===== src/rtl/multicycle_seq_if.sv =====
// Sequencer-to-datapath/memory control bundle for multicycle_seq.
interface multicycle_seq_if;
    logic [6:0] opcode;
    logic       mem_ready;
    logic       mem_req;
    logic       mem_we;
    logic       mem_sel_data;
    logic       ir_en;
    logic       pc_en;
    logic       rf_wr_en;

    modport master (
        input  opcode,
        input  mem_ready,
        output mem_req,
        output mem_we,
        output mem_sel_data,
        output ir_en,
        output pc_en,
        output rf_wr_en
    );

    modport slave (
        output opcode,
        output mem_ready,
        input  mem_req,
        input  mem_we,
        input  mem_sel_data,
        input  ir_en,
        input  pc_en,
        input  rf_wr_en
    );
endinterface


===== src/rtl/multicycle_seq.sv =====
// Multicycle RV32-style control sequencer: FETCH/DECODE/EXEC/MEM/WB/TRAP.
// Optional memory-wait timeout trap enabled by macro MULTICYCLE_SEQ_TIMEOUT_EN.
module multicycle_seq #(
    parameter int unsigned TIMEOUT_CYCLES = 16
) (
    input  logic              clk,
    input  logic              rst,
    multicycle_seq_if.master  bus,
    output logic [2:0]        state,
    output logic [31:0]       instret,
    output logic              illegal,
    output logic              timeout
);

    localparam logic [6:0] OP_ALU   = 7'b0110011;
    localparam logic [6:0] OP_ALUI  = 7'b0010011;
    localparam logic [6:0] OP_LOAD  = 7'b0000011;
    localparam logic [6:0] OP_STORE = 7'b0100011;
    localparam logic [6:0] OP_LUI   = 7'b0110111;
    localparam logic [6:0] OP_AUIPC = 7'b0010111;
    localparam logic [6:0] OP_BR    = 7'b1100011;
    localparam logic [6:0] OP_JAL   = 7'b1101111;
    localparam logic [6:0] OP_JALR  = 7'b1100111;

    typedef enum logic [2:0] {
        S_FETCH  = 3'd0,
        S_DECODE = 3'd1,
        S_EXEC   = 3'd2,
        S_MEM    = 3'd3,
        S_WB     = 3'd4,
        S_TRAP   = 3'd5
    } state_e;

    state_e      state_q, state_d;
    logic [31:0] instret_q, instret_d;
    logic        illegal_q, illegal_d;
    logic        is_legal;
    logic        tmo_hit;
    logic        mem_req_c, mem_we_c, mem_sel_c, ir_en_c, pc_en_c, rf_wr_en_c;

    // Opcode legality decode.
    always_comb begin
        is_legal = 1'b0;
        case (bus.opcode)
            OP_ALU, OP_ALUI, OP_LOAD, OP_STORE, OP_LUI,
            OP_AUIPC, OP_BR, OP_JAL, OP_JALR: is_legal = 1'b1;
            default: is_legal = 1'b0;
        endcase
    end

`ifdef MULTICYCLE_SEQ_TIMEOUT_EN
    localparam int unsigned CNT_W = $clog2(TIMEOUT_CYCLES + 1);

    logic [CNT_W-1:0] tmo_cnt_q, tmo_cnt_d;
    logic             timeout_q, timeout_d;

    // Count consecutive stalled FETCH/MEM cycles; any other cycle clears it.
    always_comb begin
        tmo_cnt_d = '0;
        tmo_hit   = 1'b0;
        timeout_d = timeout_q;
        if ((state_q == S_FETCH || state_q == S_MEM) && !bus.mem_ready) begin
            tmo_cnt_d = tmo_cnt_q + CNT_W'(1);
            if (tmo_cnt_d == CNT_W'(TIMEOUT_CYCLES)) begin
                tmo_hit   = 1'b1;
                tmo_cnt_d = '0;
                timeout_d = 1'b1;
            end
        end
    end

    // Timeout counter and sticky flag.
    always_ff @(posedge clk) begin
        if (rst) begin
            tmo_cnt_q <= '0;
            timeout_q <= 1'b0;
        end else begin
            tmo_cnt_q <= tmo_cnt_d;
            timeout_q <= timeout_d;
        end
    end

    assign timeout = timeout_q;
`else
    assign tmo_hit = 1'b0;
    assign timeout = 1'b0;
`endif

    // Next-state and strobe decode from registered state plus inputs.
    always_comb begin
        state_d    = state_q;
        illegal_d  = illegal_q;
        mem_req_c  = 1'b0;
        mem_we_c   = 1'b0;
        mem_sel_c  = 1'b0;
        ir_en_c    = 1'b0;
        pc_en_c    = 1'b0;
        rf_wr_en_c = 1'b0;
        case (state_q)
            S_FETCH: begin
                mem_req_c = 1'b1;
                if (bus.mem_ready) begin
                    ir_en_c = 1'b1;
                    state_d = S_DECODE;
                end
            end
            S_DECODE: begin
                if (is_legal) begin
                    state_d = S_EXEC;
                end else begin
                    state_d   = S_TRAP;
                    illegal_d = 1'b1;
                end
            end
            S_EXEC: begin
                if (bus.opcode == OP_LOAD || bus.opcode == OP_STORE) begin
                    state_d = S_MEM;
                end else if (bus.opcode == OP_BR) begin
                    pc_en_c = 1'b1;
                    state_d = S_FETCH;
                end else begin
                    state_d = S_WB;
                end
            end
            S_MEM: begin
                mem_req_c = 1'b1;
                mem_sel_c = 1'b1;
                mem_we_c  = (bus.opcode == OP_STORE);
                if (bus.mem_ready) begin
                    if (bus.opcode == OP_STORE) begin
                        pc_en_c = 1'b1;
                        state_d = S_FETCH;
                    end else begin
                        state_d = S_WB;
                    end
                end
            end
            S_WB: begin
                rf_wr_en_c = 1'b1;
                pc_en_c    = 1'b1;
                state_d    = S_FETCH;
            end
            S_TRAP: state_d = S_TRAP;
            default: state_d = S_TRAP;
        endcase
        if (tmo_hit) begin
            state_d = S_TRAP;
        end
    end

    assign instret_d = pc_en_c ? instret_q + 32'd1 : instret_q;

    // State, retired count and illegal flag registers.
    always_ff @(posedge clk) begin
        if (rst) begin
            state_q   <= S_FETCH;
            instret_q <= '0;
            illegal_q <= 1'b0;
        end else begin
            state_q   <= state_d;
            instret_q <= instret_d;
            illegal_q <= illegal_d;
        end
    end

    // Strobes are held low for the whole reset cycle.
    assign bus.mem_req      = mem_req_c  & ~rst;
    assign bus.mem_we       = mem_we_c   & ~rst;
    assign bus.mem_sel_data = mem_sel_c;
    assign bus.ir_en        = ir_en_c    & ~rst;
    assign bus.pc_en        = pc_en_c    & ~rst;
    assign bus.rf_wr_en     = rf_wr_en_c & ~rst;

    assign state   = 3'(state_q);
    assign instret = instret_q;
    assign illegal = illegal_q;

endmodule


===== src/flat_wrapper.sv =====
// flat-port wrapper written by rule: the top's interface ports become plain ports
module multicycle_seq_flat 
#(
    parameter int unsigned TIMEOUT_CYCLES = 16
)
  (clk, rst, state, instret, illegal, timeout, bus_opcode, bus_mem_ready, bus_mem_req, bus_mem_we, bus_mem_sel_data, bus_ir_en, bus_pc_en, bus_rf_wr_en);
  multicycle_seq_if bus_i ();
  input  logic clk;
  input  logic rst;
  output logic [2:0] state;
  output logic [31:0] instret;
  output logic illegal;
  output logic timeout;
  input wire logic [$bits(bus_i.opcode)-1:0] bus_opcode;
  input wire logic [$bits(bus_i.mem_ready)-1:0] bus_mem_ready;
  output wire logic [$bits(bus_i.mem_req)-1:0] bus_mem_req;
  output wire logic [$bits(bus_i.mem_we)-1:0] bus_mem_we;
  output wire logic [$bits(bus_i.mem_sel_data)-1:0] bus_mem_sel_data;
  output wire logic [$bits(bus_i.ir_en)-1:0] bus_ir_en;
  output wire logic [$bits(bus_i.pc_en)-1:0] bus_pc_en;
  output wire logic [$bits(bus_i.rf_wr_en)-1:0] bus_rf_wr_en;
  assign bus_i.opcode = bus_opcode;
  assign bus_i.mem_ready = bus_mem_ready;
  assign bus_mem_req = bus_i.mem_req;
  assign bus_mem_we = bus_i.mem_we;
  assign bus_mem_sel_data = bus_i.mem_sel_data;
  assign bus_ir_en = bus_i.ir_en;
  assign bus_pc_en = bus_i.pc_en;
  assign bus_rf_wr_en = bus_i.rf_wr_en;
  multicycle_seq #(.TIMEOUT_CYCLES(TIMEOUT_CYCLES)) u_core (.clk(clk), .rst(rst), .bus(bus_i), .state(state), .instret(instret), .illegal(illegal), .timeout(timeout));
endmodule

===== config.mk =====
export PLATFORM = sky130hd
export DESIGN_NAME = multicycle_seq_flat
export DESIGN_NICKNAME = d
export VERILOG_FILES = /design/src/rtl/multicycle_seq_if.sv /design/src/rtl/multicycle_seq.sv /design/src/flat_wrapper.sv
export SDC_FILE = /design/constraint.sdc
export NUM_CORES = 1
export LEC_CHECK = 0
export ABC_CLOCK_PERIOD_IN_PS = 2700
export CORE_ASPECT_RATIO = 1.4
export CORE_MARGIN = 2
export CORE_UTILIZATION = 45
export CTS_CLUSTER_SIZE = 10
export DETAILED_ROUTE_END_ITERATION = 8
export GPL_ROUTABILITY_DRIVEN = 0
export HOLD_SLACK_MARGIN = 0.08
export PLACE_DENSITY_LB_ADDON = 0.25
export SKIP_LAST_GASP = 1
export SYNTH_ARGS = -nofsm -noshare
export SYNTH_HDL_FRONTEND = slang
export SYNTH_SLANG_ARGS = --single-unit

===== constraint.sdc =====
create_clock -name clk -period 2.7 [get_ports clk]
set_clock_uncertainty 0.2 [all_clocks]
set_input_delay 0.27 -clock clk [delete_from_list [all_inputs] [get_ports clk]]
set_output_delay 0.27 -clock clk [all_outputs]
set_load 0.01 [all_outputs]

==> key figures <==
Clock network
  • CTS Hold Bufs: 0
  • # clock sinks: 36
  • CTS tree: done
  • CTS Buf Count: 5
  • Post-CTS Setup Inserts: 0
  • Clk_lat worst skew: 0.29 ns
  • Clock Path Buffers: 2
  • H-tree depth: 2
  • Clock Pin Slew Worst Setup and Hold Paths: 0.07 ns
  • Root Driver: clkbuf_8

Yosys
  • YS warnings: 0
  • Post-synth EDFFs: 0
  • Most numerous cell in the Yosys netlist: dfxtp_1
  • Synth Cell Area: 2080 um2
  • Area leader, netlist: dfxtp_1
  • Register bit total from synthesis: 36
  • Yosys cell types: 45
  • FFs w/ async S/R, synth: 0
  • Top post-synthesis cells by area: dfxtp_1 35%, o31ai_1 8.3%, or4_1 8.0%, a21oi_1 7.7%, nand2_1 3.3%
  • Post-Syn Nets: 260
  • Synth Area in Compound Gates: 0.212
  • Largest family of logic cells by synthesized area: simple AND/OR/NAND/NOR gates
  • Synthesized area per cell: 8.34 um2
  • Post-Synth Adder-Cell Area: 0.0108
  • Seq/Total Area, Yosys: 0.347
  • Cells after Synth: approximately 250
  • Synth Area in XOR/XNOR: 0.00844
  • Mux contribution to synthesized area: 0.0102
  • Ys flop type: dfxtp_1
  • Synth Area in Simple Gates: 0.324
  • Commonest cells in the synthesized netlist: 36 x dfxtp_1, 32 x a21oi_1, 23 x o31ai_1, 22 x or4_1, 18 x nand2_1
  • Share of the synthesized area in the top cell type: 0.347

Routing
  • Final ANT Viol Nets: 0
  • DRC viols: 0
  • Drt wl/cell: 14.0 um
  • Via density: 5.78
  • Iter 0 DRT Violations: 91
  • TritonRoute pass-1 iters: 4
  • Detailed Route WL: roughly 5.1 mm
  • DR vias: 2,111

Global routing
  • Vias in the first global route: 1,912
  • Met3 usage: 0.0447
  • Total grt overflow: 0
  • Met2 Track Usage GR: 0.364
  • GRT Total Usage: 0.217
  • Global-route wire length before repair: 8.79 mm
  • M1 GR Usage: 0.271
  • Largest net degree at the start of global routing: 32
  • Most Used Layer, Global Route: met2
  • Initial antenna violation count: 0

Worst setup path
  • Worst path arrival time: 2.62 ns
  • Reg2reg path depth: 7
  • Reg2reg end: u_core.instret[6]
  • Crit path from: bus_opcode[3]
  • Critical setup path kind: input port to flop
  • R2R Path Start: u_core.state[0]
  • Required @ worst endpoint: 2.72 ns
  • Worst setup path end: u_core.instret[6]
  • Worst Setup Start Kind: input port
  • CP endpoint kind: flop
  • Internal reg-to-reg setup slack: just over 0.5 ns
  • Critical Path Fanout Max: 31

Job
  • Max-Cap Viols: 0

Status
  • Status: complete, no violations

Layout
  • Area Growth Syn to Fin: 30.9%
  • Layout Nets: 313
  • Share of layout cells above drive strength 1: 0.0957
  • Fillers: about 460
  • Final instance area: between 2000 and 3000 um2
  • Reg area: ~720 um2
  • Multi-input gate area: 1180 um2
  • Antenna cells: 0

Pwr
  • Reg power frac: 0.497
  • Clock power frac: 0.362
  • Leakage: roughly 0.85 nW
  • Comb power frac: 0.141
  • Switching share of power: 0.260
  • Net Sw Power: 0.000289 W
  • Peak VDD IR: 195 uV
  • Internal: ~0.00082 W
  • PwrDens: 409 nW/um2

STA
  • Endpoints failing setup: 0
  • Final Cycle Share: 0.961
  • Setup slack after layout: 0.105 ns
  • Period minus WS final: 2.59 ns
  • Achievable frequency: a little under 0.4 GHz
  • Final Hold Viols: 0
  • RSZ-0062 raised after global routing: yes
  • Slew Limit Fails: 0

Floorplanning
  • Die Ht: 84.4 um
  • Initial Util: 0.461
  • Core Footprint: roughly 4500 um2
  • I/O pin count: 53
  • Die footprint: slightly above 5000 um2
  • Row count: 29
  • Chip Width: 61.4 um

Placement
  • Post-DP HPWL: 3.60 mm
  • IO Port Bufs: 51
  • Placed Area: 2620 um2
  • Worst slack, placed: -0.229 ns

Min path
  • Worst hold-check path type: flop to flop
  • Hold Startpoint: u_core.instret[31]
[logic make-up (layout without fill, tap and decap cells)]
logic type               count (synthesis)  after routing
AO/OA/AOI/OAI                           68             68
XOR/XNOR                                 2              2
adder cells (fa/ha/maj)                  2              2
buffers and inverters                   27             81
flip-flops                              36             36
multiplexers                             2              2
other                                    1              1
AND/OR/NAND/NOR                        111            111
[layout by cell type, fill, tap and decap left out, types with 5 or more instances in the layout]
cell type	netlist	layout
nand2_1	18	18
a21oi_1	32	32
nor2_1	11	11
and2_1	5	5
inv_1	7	7
nand3_1	11	11
clkbuf_8	0	6
buf_4	4	13
and3_1	5	5
nand4_1	10	10
nor3_1	6	6
o31ai_1	23	23
clkdlybuf4s50_1	0	50
dfxtp_1	36	36
or4_1	22	22
[worst min path at each step]
stage,end,cells past startpoint
4_1_cts,u_core.instret[31],2
3_3_place_gp,u_core.illegal,2
2_1_floorplan,u_core.illegal,3
5_1_grt,u_core.instret[27],2
3_5_place_dp,u_core.illegal,2
6_report,u_core.instret[31],2
[power by group through the flow]
stage / Clock (W) / Sequential [W] / Combinational, W
after floorplan: 0 / 0.000562 / 0.000103
after global placement: 0 / 0.000564 / 0.000153
after detailed placement: 0 / 0.000564 / 0.000155
after CTS: 0.000413 / 0.000553 / 0.000156
after global routing: 0.000435 / 0.000555 / 0.000173
final: 0.000402 / 0.000553 / 0.000157
[critical path, stage by stage]
cell,delay [ns]
clkdlybuf4s50_1,0.42
or4_4,0.56
o41a_4,0.50
buf_6,0.19
or4_1,0.51
a21oi_1,0.16
[area by class of cell]
class	count	share of cell area
clock buffers	8	0.0332
flip-flops and latches	36	0.265
multi-input cells	186	0.433
well taps	62	0.0286
inverters	7	0.00967
repair buffers	66	0.230
[metal layers]
metal | share of wire | wire [um] | up-vias
li1 | - | - | 1059
met2 | 0.51 | 2600 | 51
met1 | 0.43 | 2190 | 993
met4 | 0.015 | 77 | 0
met3 | 0.044 | 224 | 8
met5 | 0 | 0 | -
[flip-flops by register name, indices dropped and copies added, names as in the netlist]
signal / flops
u_core.instret: 32
u_core.state: 3
u_core.illegal: 1
[through the flow]
stage          TNS [ns]  hold WS, ns  power, W  std cells  utilization
3_3_place_gp      -5.21        0.258  0.000718        357        0.583
3_5_place_dp      -5.81        0.269  0.000720        357        0.583
5_1_grt        -0.00221        0.326   0.00116        365        0.604
4_1_cts               0        0.290   0.00112        365        0.603
6_report              0        0.286   0.00111        365        0.604
2_1_floorplan         0        0.269  0.000665        249            -
[what timing repair did]
item,4_1_cts,5_1_grt
resized for setup,1,4
cloned,0,0
pin swaps,0,0
hold endpoints to repair,0,0
setup endpoints to repair,1,17
(Power assumes the default switching activity.)
